--- src/rtl/uart_pkg.sv ---
// Shared UART constants and types for the receive path and the programmable-baud transmitter.
// Pure declarations: no latency, no backpressure.
package uart_pkg;

    localparam int DIV_W     = 13;
    localparam int DATA_BITS = 8;

    // One reset divisor for both directions so an unprogrammed link still agrees on baud.
    localparam logic [DIV_W-1:0] RST_DIV    = 13'h01B2;
    localparam logic [DIV_W-1:0] TX_RST_DIV = RST_DIV;

    typedef enum logic [1:0] {
        IDLE,
        START,
        DATA,
        STOP
    } rx_state_t;

    function automatic logic [DIV_W-1:0] half_period(input logic [DIV_W-1:0] div);
        return div >> 1;
    endfunction

endpackage

--- src/rtl/uart_rx_sync.sv ---
// Three-flop synchronizer (reset to 1) with falling-edge detect; rx_s lags the pin by 2 clocks.
// No backpressure: free-running, start_edge is a single-cycle pulse.
module uart_rx_sync (
    input  logic clk,
    input  logic rst_n,
    input  logic async_in,
    output logic rx_s,
    output logic start_edge
);

    logic ff1;
    logic ff2;
    logic ff3;

    always_ff @(posedge clk or negedge rst_n) begin
        if (!rst_n) begin
            ff1 <= 1'b1;
            ff2 <= 1'b1;
            ff3 <= 1'b1;
        end else begin
            ff1 <= async_in;
            ff2 <= ff1;
            ff3 <= ff2;
        end
    end

    assign rx_s       = ff2;
    assign start_edge = ff3 & ~ff2;

endmodule

--- src/rtl/uart_rx_nq.sv ---
// 8N1 UART receiver sharing the transmitter's {DBH,DBL} divisor; rdy rises ~9.5 bit periods after start.
// No backpressure: a byte landing while rdy is set overwrites rx_data and raises ovr_err.
module uart_rx_nq
    import uart_pkg::*;
(
    input  logic       clk,
    input  logic       rst_n,
    input  logic       RX,
    input  logic       clr_rdy,
    input  logic [7:0] DBL,
    input  logic [4:0] DBH,
    output logic [7:0] rx_data,
    output logic       rdy,
    output logic       frm_err,
    output logic       ovr_err
);

    localparam int                CNT_W    = $clog2(DATA_BITS + 1);
    localparam logic [CNT_W-1:0]  LAST_BIT = CNT_W'(DATA_BITS - 1);

    rx_state_t              state;
    logic [CNT_W-1:0]       bit_cnt;
    logic [DIV_W-1:0]       baud_cnt;
    logic [DIV_W-1:0]       div_lat;
    logic [DATA_BITS-1:0]   shift_reg;
    logic [DIV_W-1:0]       div_in;
    logic                   rx_s;
    logic                   start_edge;
    logic                   sample;

    assign div_in = {DBH, DBL};
    assign sample = (state != IDLE) && (baud_cnt == '0);

    uart_rx_sync u_sync (
        .clk        (clk),
        .rst_n      (rst_n),
        .async_in   (RX),
        .rx_s       (rx_s),
        .start_edge (start_edge)
    );

    always_ff @(posedge clk or negedge rst_n) begin
        if (!rst_n) begin
            state     <= IDLE;
            bit_cnt   <= '0;
            baud_cnt  <= RST_DIV;
            div_lat   <= RST_DIV;
            shift_reg <= '0;
            rx_data   <= '0;
            rdy       <= 1'b0;
            frm_err   <= 1'b0;
            ovr_err   <= 1'b0;
        end else begin
            // Completion in the STOP branch below overrides this clear in the same cycle.
            if (clr_rdy) begin
                rdy     <= 1'b0;
                frm_err <= 1'b0;
                ovr_err <= 1'b0;
            end

            if (state != IDLE) begin
                baud_cnt <= sample ? div_lat : baud_cnt - 1'b1;
            end

            case (state)
                IDLE: begin
                    if (start_edge) begin
                        div_lat  <= div_in;
                        baud_cnt <= half_period(div_in);
                        bit_cnt  <= '0;
                        state    <= START;
                    end
                end
                START: begin
                    if (sample) begin
                        state <= rx_s ? IDLE : DATA;
                    end
                end
                DATA: begin
                    if (sample) begin
                        shift_reg <= {rx_s, shift_reg[DATA_BITS-1:1]};
                        bit_cnt   <= bit_cnt + 1'b1;
                        if (bit_cnt == LAST_BIT) begin
                            state <= STOP;
                        end
                    end
                end
                STOP: begin
                    if (sample) begin
                        rx_data <= shift_reg;
                        rdy     <= 1'b1;
                        frm_err <= ~rx_s;
                        ovr_err <= ovr_err | rdy;
                        state   <= IDLE;
                    end
                end
                default: state <= IDLE;
            endcase
        end
    end

endmodule

--- config.mk ---
export PLATFORM = sky130hd
export DESIGN_NAME = uart_rx_nq
export DESIGN_NICKNAME = d
export VERILOG_FILES = /design/src/rtl/uart_pkg.sv /design/src/rtl/uart_rx_sync.sv /design/src/rtl/uart_rx_nq.sv
export SDC_FILE = /design/constraint.sdc
export NUM_CORES = 1
export LEC_CHECK = 0
export BUFFER_PORTS_ARGS = -buffer_cell sky130_fd_sc_hd__buf_2
export CAP_MARGIN = 20
export CORE_ASPECT_RATIO = 0.75
export CORE_MARGIN = 5
export CORE_UTILIZATION = 44
export DETAILED_ROUTE_END_ITERATION = 16
export GPL_TIMING_DRIVEN = 0
export PLACE_DENSITY = 0.6
export SYNTH_ARGS = -nofsm -noshare
export SYNTH_HDL_FRONTEND = slang
export SYNTH_SLANG_ARGS = --single-unit
--- constraint.sdc ---
create_clock -name clk -period 5.8 [get_ports clk]
set_clock_uncertainty 0.2 [all_clocks]
set_input_delay 0.29 -clock clk [delete_from_list [all_inputs] [get_ports clk]]
set_output_delay 0.29 -clock clk [all_outputs]
set_load 0.03 [all_outputs]
==> results of run 1 <==
## synth_stat cells (all sizes together) (2+ instances only)
| library cell | count | area (µm²) |
|---|---|---|
| xor2 | 3 | 26.3 |
| clkbuf | 4 | 15.0 |
| nor2 | 13 | 58.8 |
| nor4 | 4 | 46.3 |
| o21ai | 14 | 70.1 |
| nand3 | 6 | 30.0 |
| nor3 | 7 | 40.0 |
| or4 | 2 | 22.5 |
| buf | 7 | 48.8 |
| a21oi | 16 | 83.8 |
| o31ai | 3 | 22.5 |
| xnor2 | 5 | 43.8 |
| dfstp | 13 | 342 |
| nand2b | 2 | 12.5 |
| ha | 2 | 25.0 |
| dfrtp | 41 | 1030 |
| mux2 | 9 | 124 |
| a221o | 2 | 20.0 |
| inv | 4 | 15.0 |
| nand4 | 3 | 18.8 |
| nand2 | 88 | 338 |
| and3 | 2 | 12.5 |
## final cells by class
class,instances,area share (%)
inverter,4,0.484
timing repair buffer,44,10.2
sequential,54,44.1
clock inverter,2,1.94
buffer,11,2.06
multi-input combinational,194,35.5
clock buffer,6,2.66
tap,78,3.15
## metal layers
metal  global-route usage, %  wire [µm]  up-vias
met5                       0          0        -
met4                    5.38         86        0
met3                    5.03        262       10
met2                    25.0       2350       50
met1                    23.1       2910      939
li1                        -          -      990
## power breakdown
part           total (mW)  internal, mW  switching, mW
Clock               0.310         0.184          0.126
Combinational       0.328         0.148          0.180
Sequential          0.597         0.498         0.0990
Total                1.23         0.829          0.405
## per-stage QoR
stage               instances  hold WS (ns)  power, mW  instance area [µm²]  utilization [%]
finish                    393         0.162       1.23                 3100             54.4
global route              393         0.170       1.32                 3100             54.4
CTS                       393         0.164       1.24                 3100             54.4
detailed placement        369         0.149      0.921                 2800             49.1
global placement          368         0.146      0.908                 2780             48.7
floorplan                 263        -0.206      0.826                 2550                -
## logic make-up after synthesis
family	after synthesis	share of synthesized area [%]
mux	10	5.26
buf+inv	15	3.10
simple gates	135	25.3
fa+ha+maj	2	0.983
flops	54	53.7
compound gates	39	8.94
xor+xnor	8	2.75
## final timing paths
check	from	endpoint	cells after the start
min	u_sync.ff1	u_sync.rx_s	0
max in group asynchronous	rst_n	baud_cnt[8]	3
min in group asynchronous	rst_n	rx_data[6]	2
max reg2reg	u_sync.rx_s	baud_cnt[7]	6
min reg2reg	u_sync.ff1	u_sync.rx_s	0
max	u_sync.rx_s	baud_cnt[7]	6
## worst max-delay path, stage by stage, from the launching register on
cell and delay, ns:
dfstp_2 0.61, nor2b_1 0.06, clkbuf_1 0.22, nand2_1 0.14
clkbuf_1 0.47, o21ai_0 0.21, o31ai_1 0.28
==> metrics.txt, run 1 <==
Fillers=538; total of max-cap violations=0; Primary FF master, synth=dfrtp_1; drt wl/cell=14.3 µm; initial antenna violation count=0; Die Height=75.9 µm; Async S/R FF share, synth=100%; IO Pins=28; R2R Setup Slk=3.52 ns; Crit path required time=5.83 ns; number of global-route vias before repair=1963; multi-input combinational cell area=1100 µm²; YS warnings=0; PostCTS Resize Cnt=0; Clock Sinks=54; first-pass iteration count of the detailed router=4; final worst-path cycle share=39.4%; fin crit period=2.28 ns; # setup viols final=0; Crit. End Element=register; drt via density=5.06; routability cong.=0.866; synthesized area=2550 µm²; RSZ-0062 raised after global routing=no; DR DRC count=0; Reg area=1370 µm²; Reg clk slew, reported paths=0.10 ns; pwr/cell area=398 nW/µm²; crit path max fanout=10; dpl hpwl=3.96 mm; Post-synth EDFFs=0; largest net degree at the start of global routing=29; Place WS=3.56 ns; first-pass GRT wire length=9.59 mm; Total Nets Final=333; global route overflow=0; CP arrival=2.31 ns; Initial Util=44.6%; most common cell after layout, fill and taps aside=nand2_1; Root Buffer=clkbuf_8; Hold Path Class=reg2reg; Bufs on Longest Clock Path=2; post-CTS setup buffers=0; share of layout cells above drive strength 1=24.4%; Final Hold Vio Count=0; Crit Path Category=reg2reg; syn_area_per_cell=9.68 µm²; via count=1989; syn nets=282; Slew headroom=55.0%; TritonCTS clock tree=done; Die Width=97.8 µm; Setup TNS=0 ns; PortBufs=27; CTS H-tree depth=2; Final ANT Viol Nets=0; GRT Resource Usage Total=16.6%; core outline area=5710 µm²; antenna diode count=0; achievable clock frequency=438 MHz; row count=24; Top Registers=baud_cnt: 13 flops, div_lat: 13 flops; Routed WL=5.61 mm; Initial DRC Count=100; Num CTS Buffers=5; Worst-Margin Slew=0.675 ns; Max Slew Vio Count=0; Area Overhead vs Synth=21.8%; VDD IR-drop max=0.184 mV; critical path launch point type=register; Synth Register Bits=54; Skew-Pair Late Insertion Delay=0.31 ns; Die Area=7420 µm²; sequential fraction of the synthesis area=53.7%; most frequent cells in the layout=nand2_1 (87), dfrtp_1 (41), buf_2 (30); Yosys cell types=46; Static Leakage=1.50 nW; post-layout worst setup margin=3.52 ns; Gate Count Post-Synth=263; status=complete, no violations; post-cts hold buffer count=16
(Power assumes the default switching activity.)
==> inputs of run 2 (changes only) <==
--- a/config.mk
+++ b/config.mk
@@ -5,6 +5,7 @@
 export SDC_FILE = /design/constraint.sdc
 export NUM_CORES = 1
 export LEC_CHECK = 0
+export ABC_AREA = 1
 export BUFFER_PORTS_ARGS = -buffer_cell sky130_fd_sc_hd__buf_2
 export CAP_MARGIN = 20
 export CORE_ASPECT_RATIO = 0.75
==> constraint.sdc (replaced) <==
create_clock -name clk -period 2.2 [get_ports clk]
set_clock_uncertainty 0.2 [all_clocks]
set_input_delay 0.11 -clock clk [delete_from_list [all_inputs] [get_ports clk]]
set_output_delay 0.11 -clock clk [all_outputs]
set_load 0.03 [all_outputs]
==> run 2 against run 1 <==
  * Fmax rose by 14%
  * Critical path type unchanged
  * Largest cell class unchanged
  * Critical endpoint is now baud_cnt[9]
  * Die area rose by 2.3%
  * Register-to-register slack got worse by 3.3 ns
  * Critical path depth rose by 3
  * Final area rose by 0.93%
  * Synthesized cell count rose by 16%
  * Combinational power rose to 3.1 times the previous value
  * Largest power group unchanged
  * Synthesized area rose by 2.7%
==> metrics.txt, run 2 <==
Crit Path Category=reg2reg; dpl hpwl=4.13 mm (+4.4%); row count=24 (unchanged); Hold Path Class=in2async; Static Leakage=1.54 nW (+3.0%); Worst-Margin Slew=0.545 ns (-0.130 ns); clock share of power=18.6% (-6.5 points); RSZ-0062 raised after global routing=no; largest net degree at the start of global routing=39 (+34%); Top Family by Delay on Critical Path=simple AND/OR/NAND/NOR gates; Num CTS Buffers=5 (unchanged); drt via density=4.84 (-4.3%); Net Sw Frac=37.5% (+4.7 points); post-CTS setup buffers=0 (unchanged); critical-path cell list=inv_1 > ha_1 > nand3_2 > nor2_2 > nand3_4 > inv_4 > nand2_1 > nand3_1 > nand2_1; sequential power share=48.6% (+0.2 points); share of the synthesized area in the top cell type=39.3% (-1.0 points); # setup viols final=0 (unchanged); Crit. End Element=register; IO Pins=28 (unchanged); Initial Util=45.1% (+0.47 points); first-pass iteration count of the detailed router=7 (+3); Max Slew Vio Count=0 (unchanged); syn_area_per_cell=8.54 µm² (-12%); post-layout worst setup margin=0.191 ns (-3.32 ns); internal power=1.93 mW (+130%); status=complete, no violations; Top Registers=baud_cnt: 13 flops, div_lat: 13 flops; Placed Cells=412 (+12%); synthesized area=2610 µm² (+2.7%); Die Height=76.8 µm (+1.1%); Async S/R FF share, synth=100% (unchanged); Root Buffer=clkbuf_8; Top cell by count, worst path=nand2_1; Bufs and invs on worst path=2 (unchanged); count leader, synth=nand2_1; CP arrival=2.01 ns (-0.30 ns); Final Hold Vio Count=0 (unchanged); most common cell after layout, fill and taps aside=nand2_1; initial antenna violation count=0 (unchanged); Final ANT Viol Nets=0 (unchanged); PortBufs=27 (unchanged); total of max-cap violations=0 (unchanged); Primary FF master, synth=dfrtp_1; CTS H-tree depth=2 (unchanged); critical path launch point type=register; achievable clock frequency=498 MHz (+14%); Bufs on Longest Clock Path=2 (unchanged); Die Width=99.0 µm (+1.2%); Slew headroom=63.7% (+8.7 points); final worst-path cycle share=91.3% (+52 points); syn nets=325 (+15%); drt wl/cell=13.2 µm (-7.5%); VDD IR-drop max=0.413 mV (+120%); multi-input combinational cell area=1060 µm² (-3.8%); Place WS=0.104 ns (-3.45 ns); fin crit period=2.01 ns (-0.275 ns); core outline area=5800 µm² (+1.6%); top post-synthesis cells by area=dfrtp_1 (39%), nand2_1 (13%), dfstp_2 (13%); Crit path largest cell delay=0.37 ns (-0.24 ns); Post-synth EDFFs=0 (unchanged); Initial DRC Count=111 (+11%); Yosys cell types=29 (-37%); Die Area=7600 µm² (+2.3%); GRT Resource Usage Total=15.7% (-0.87 points); crit path max fanout=8 (-2); Routed WL=5.76 mm (+2.6%); most frequent cells in the layout=nand2_1 (93), dfrtp_1 (41), inv_1 (35); sequential fraction of the synthesis area=52.3% (-1.4 points); top cells by count, synth=nand2_1 (93), dfrtp_1 (41), inv_1 (35); TritonCTS clock tree=done; Psw=1.16 mW (+190%); number of global-route vias before repair=1938 (-1.3%); global route overflow=0 (unchanged); Clock Sinks=54 (unchanged); post-synth top area cell=dfrtp_1; Reg area=1370 µm² (unchanged); Crit path required time=2.20 ns (-3.63 ns); YS warnings=0 (unchanged); Reg clk slew, reported paths=0.10 ns (about the same); DR DRC count=0 (unchanged); Total Nets Final=376 (+13%); first-pass GRT wire length=9.63 mm (+0.43%); Gate Count Post-Synth=306 (+16%); fin cells=436 (+11%); Setup TNS=0 ns (unchanged); Skew-Pair Late Insertion Delay=0.30 ns (about the same); Area Overhead vs Synth=19.8%; combinational fraction of design power=32.8% (+6.3 points); via count=2112 (+6.2%); Max stage delay cell, worst path=dfrtp_1; routability cong.=0.889 (+2.7%); antenna diode count=0 (unchanged); share of layout cells above drive strength 1=22.6% (-1.8 points); Fillers=572 (+6.3%); Synth Register Bits=54 (unchanged); pwr/cell area=987 nW/µm² (+150%)
[run 2: cell types whose count changed in the layout (fill, tap and decap cells not counted), sizes merged, moves of 5 or more]
cell	previous run	this run
nand2	88	96
nor2	13	25
o21ai	14	34
a21oi	16	4
inv	4	39
mux2	9	0
xnor2	5	0
nor3	7	1
nand3	6	29
[run 2: cells by family after synthesis]
kind of cell | Yosys count | synth area share (%)
AOI/OAI and AO/OA | 46 | 11.2
adders and majority gates | 2 | 0.957
DFF | 54 | 52.3
buffers and inverters | 46 | 7.56
and+or+nand+nor | 153 | 26.2
xor gates and xnor gates | 5 | 1.68
[run 2: layout make-up]
cell class              count  area share, %
flip-flops and latches     54           43.7
clock buffers               7           2.76
inverters                  40           4.88
well taps                  78           3.12
plain buffers               6           1.52
multi-input cells         206           33.8
clock inverters             1          0.160
repair buffers             44           10.1
[run 2: path summary, 6_finish.rpt]
path	from	endpoint	slack, ns	cells after the start
min in group clk	u_sync.ff1	u_sync.rx_s	0.17	0
max in group asynchronous	rst_n	u_sync.ff3	1.13	3
hold / removal	rst_n	bit_cnt[3]	0.06	2
setup reg to reg	baud_cnt[0]	baud_cnt[9]	0.19	9
setup / recovery	baud_cnt[0]	baud_cnt[9]	0.19	9
hold reg to reg	u_sync.ff1	u_sync.rx_s	0.17	0
[run 2: worst reg2reg max path, stage by stage, from the launching register on]
cell and delay, ns:
dfrtp_1 0.37, inv_1 0.17, ha_1 0.24, nand3_2 0.17, nor2_2 0.23, nand3_4 0.18
inv_4 0.15, nand2_1 0.06, nand3_1 0.07, nand2_1 0.06
[run 2: power by group through the flow]
stage          registers (mW)  clock network, mW  logic (mW)
3_5_place_dp             1.51                  0       0.983
3_3_place_gp             1.51                  0       0.957
5_1_grt                  1.54              0.639        1.17
2_1_floorplan            1.47                  0       0.767
4_1_cts                  1.50              0.598        1.01
6_report                 1.50              0.576        1.01
[run 2: per-layer routing]
metal	vias up	wire length, µm	global-route usage [%]
li1	1076	-	-
met1	998	3130	24.8
met2	34	2330	21.8
met3	4	258	3.45
met4	0	34	3.27
met5	-	0	0
[run 2: what timing repair did]
item | in CTS | in global routing
setup endpoints to repair | 0 | 10
endpoints found under the hold margin | 78 | 0
hold buffers | 16 | 0
resized for setup | 0 | 3
[run 2: per-stage QoR]
step / utilization [%] / total power, mW / hold slack, ns / area, µm²
global placement: 49.1 / 2.47 / 0.0203 / 2850
floorplan: - / 2.23 / -0.386 / 2610
finish: 54.0 / 3.09 / 0.0625 / 3130
global route: 54.0 / 3.35 / 0.101 / 3130
detailed placement: 49.5 / 2.50 / -0.128 / 2870
CTS: 53.8 / 3.10 / 0.0676 / 3120
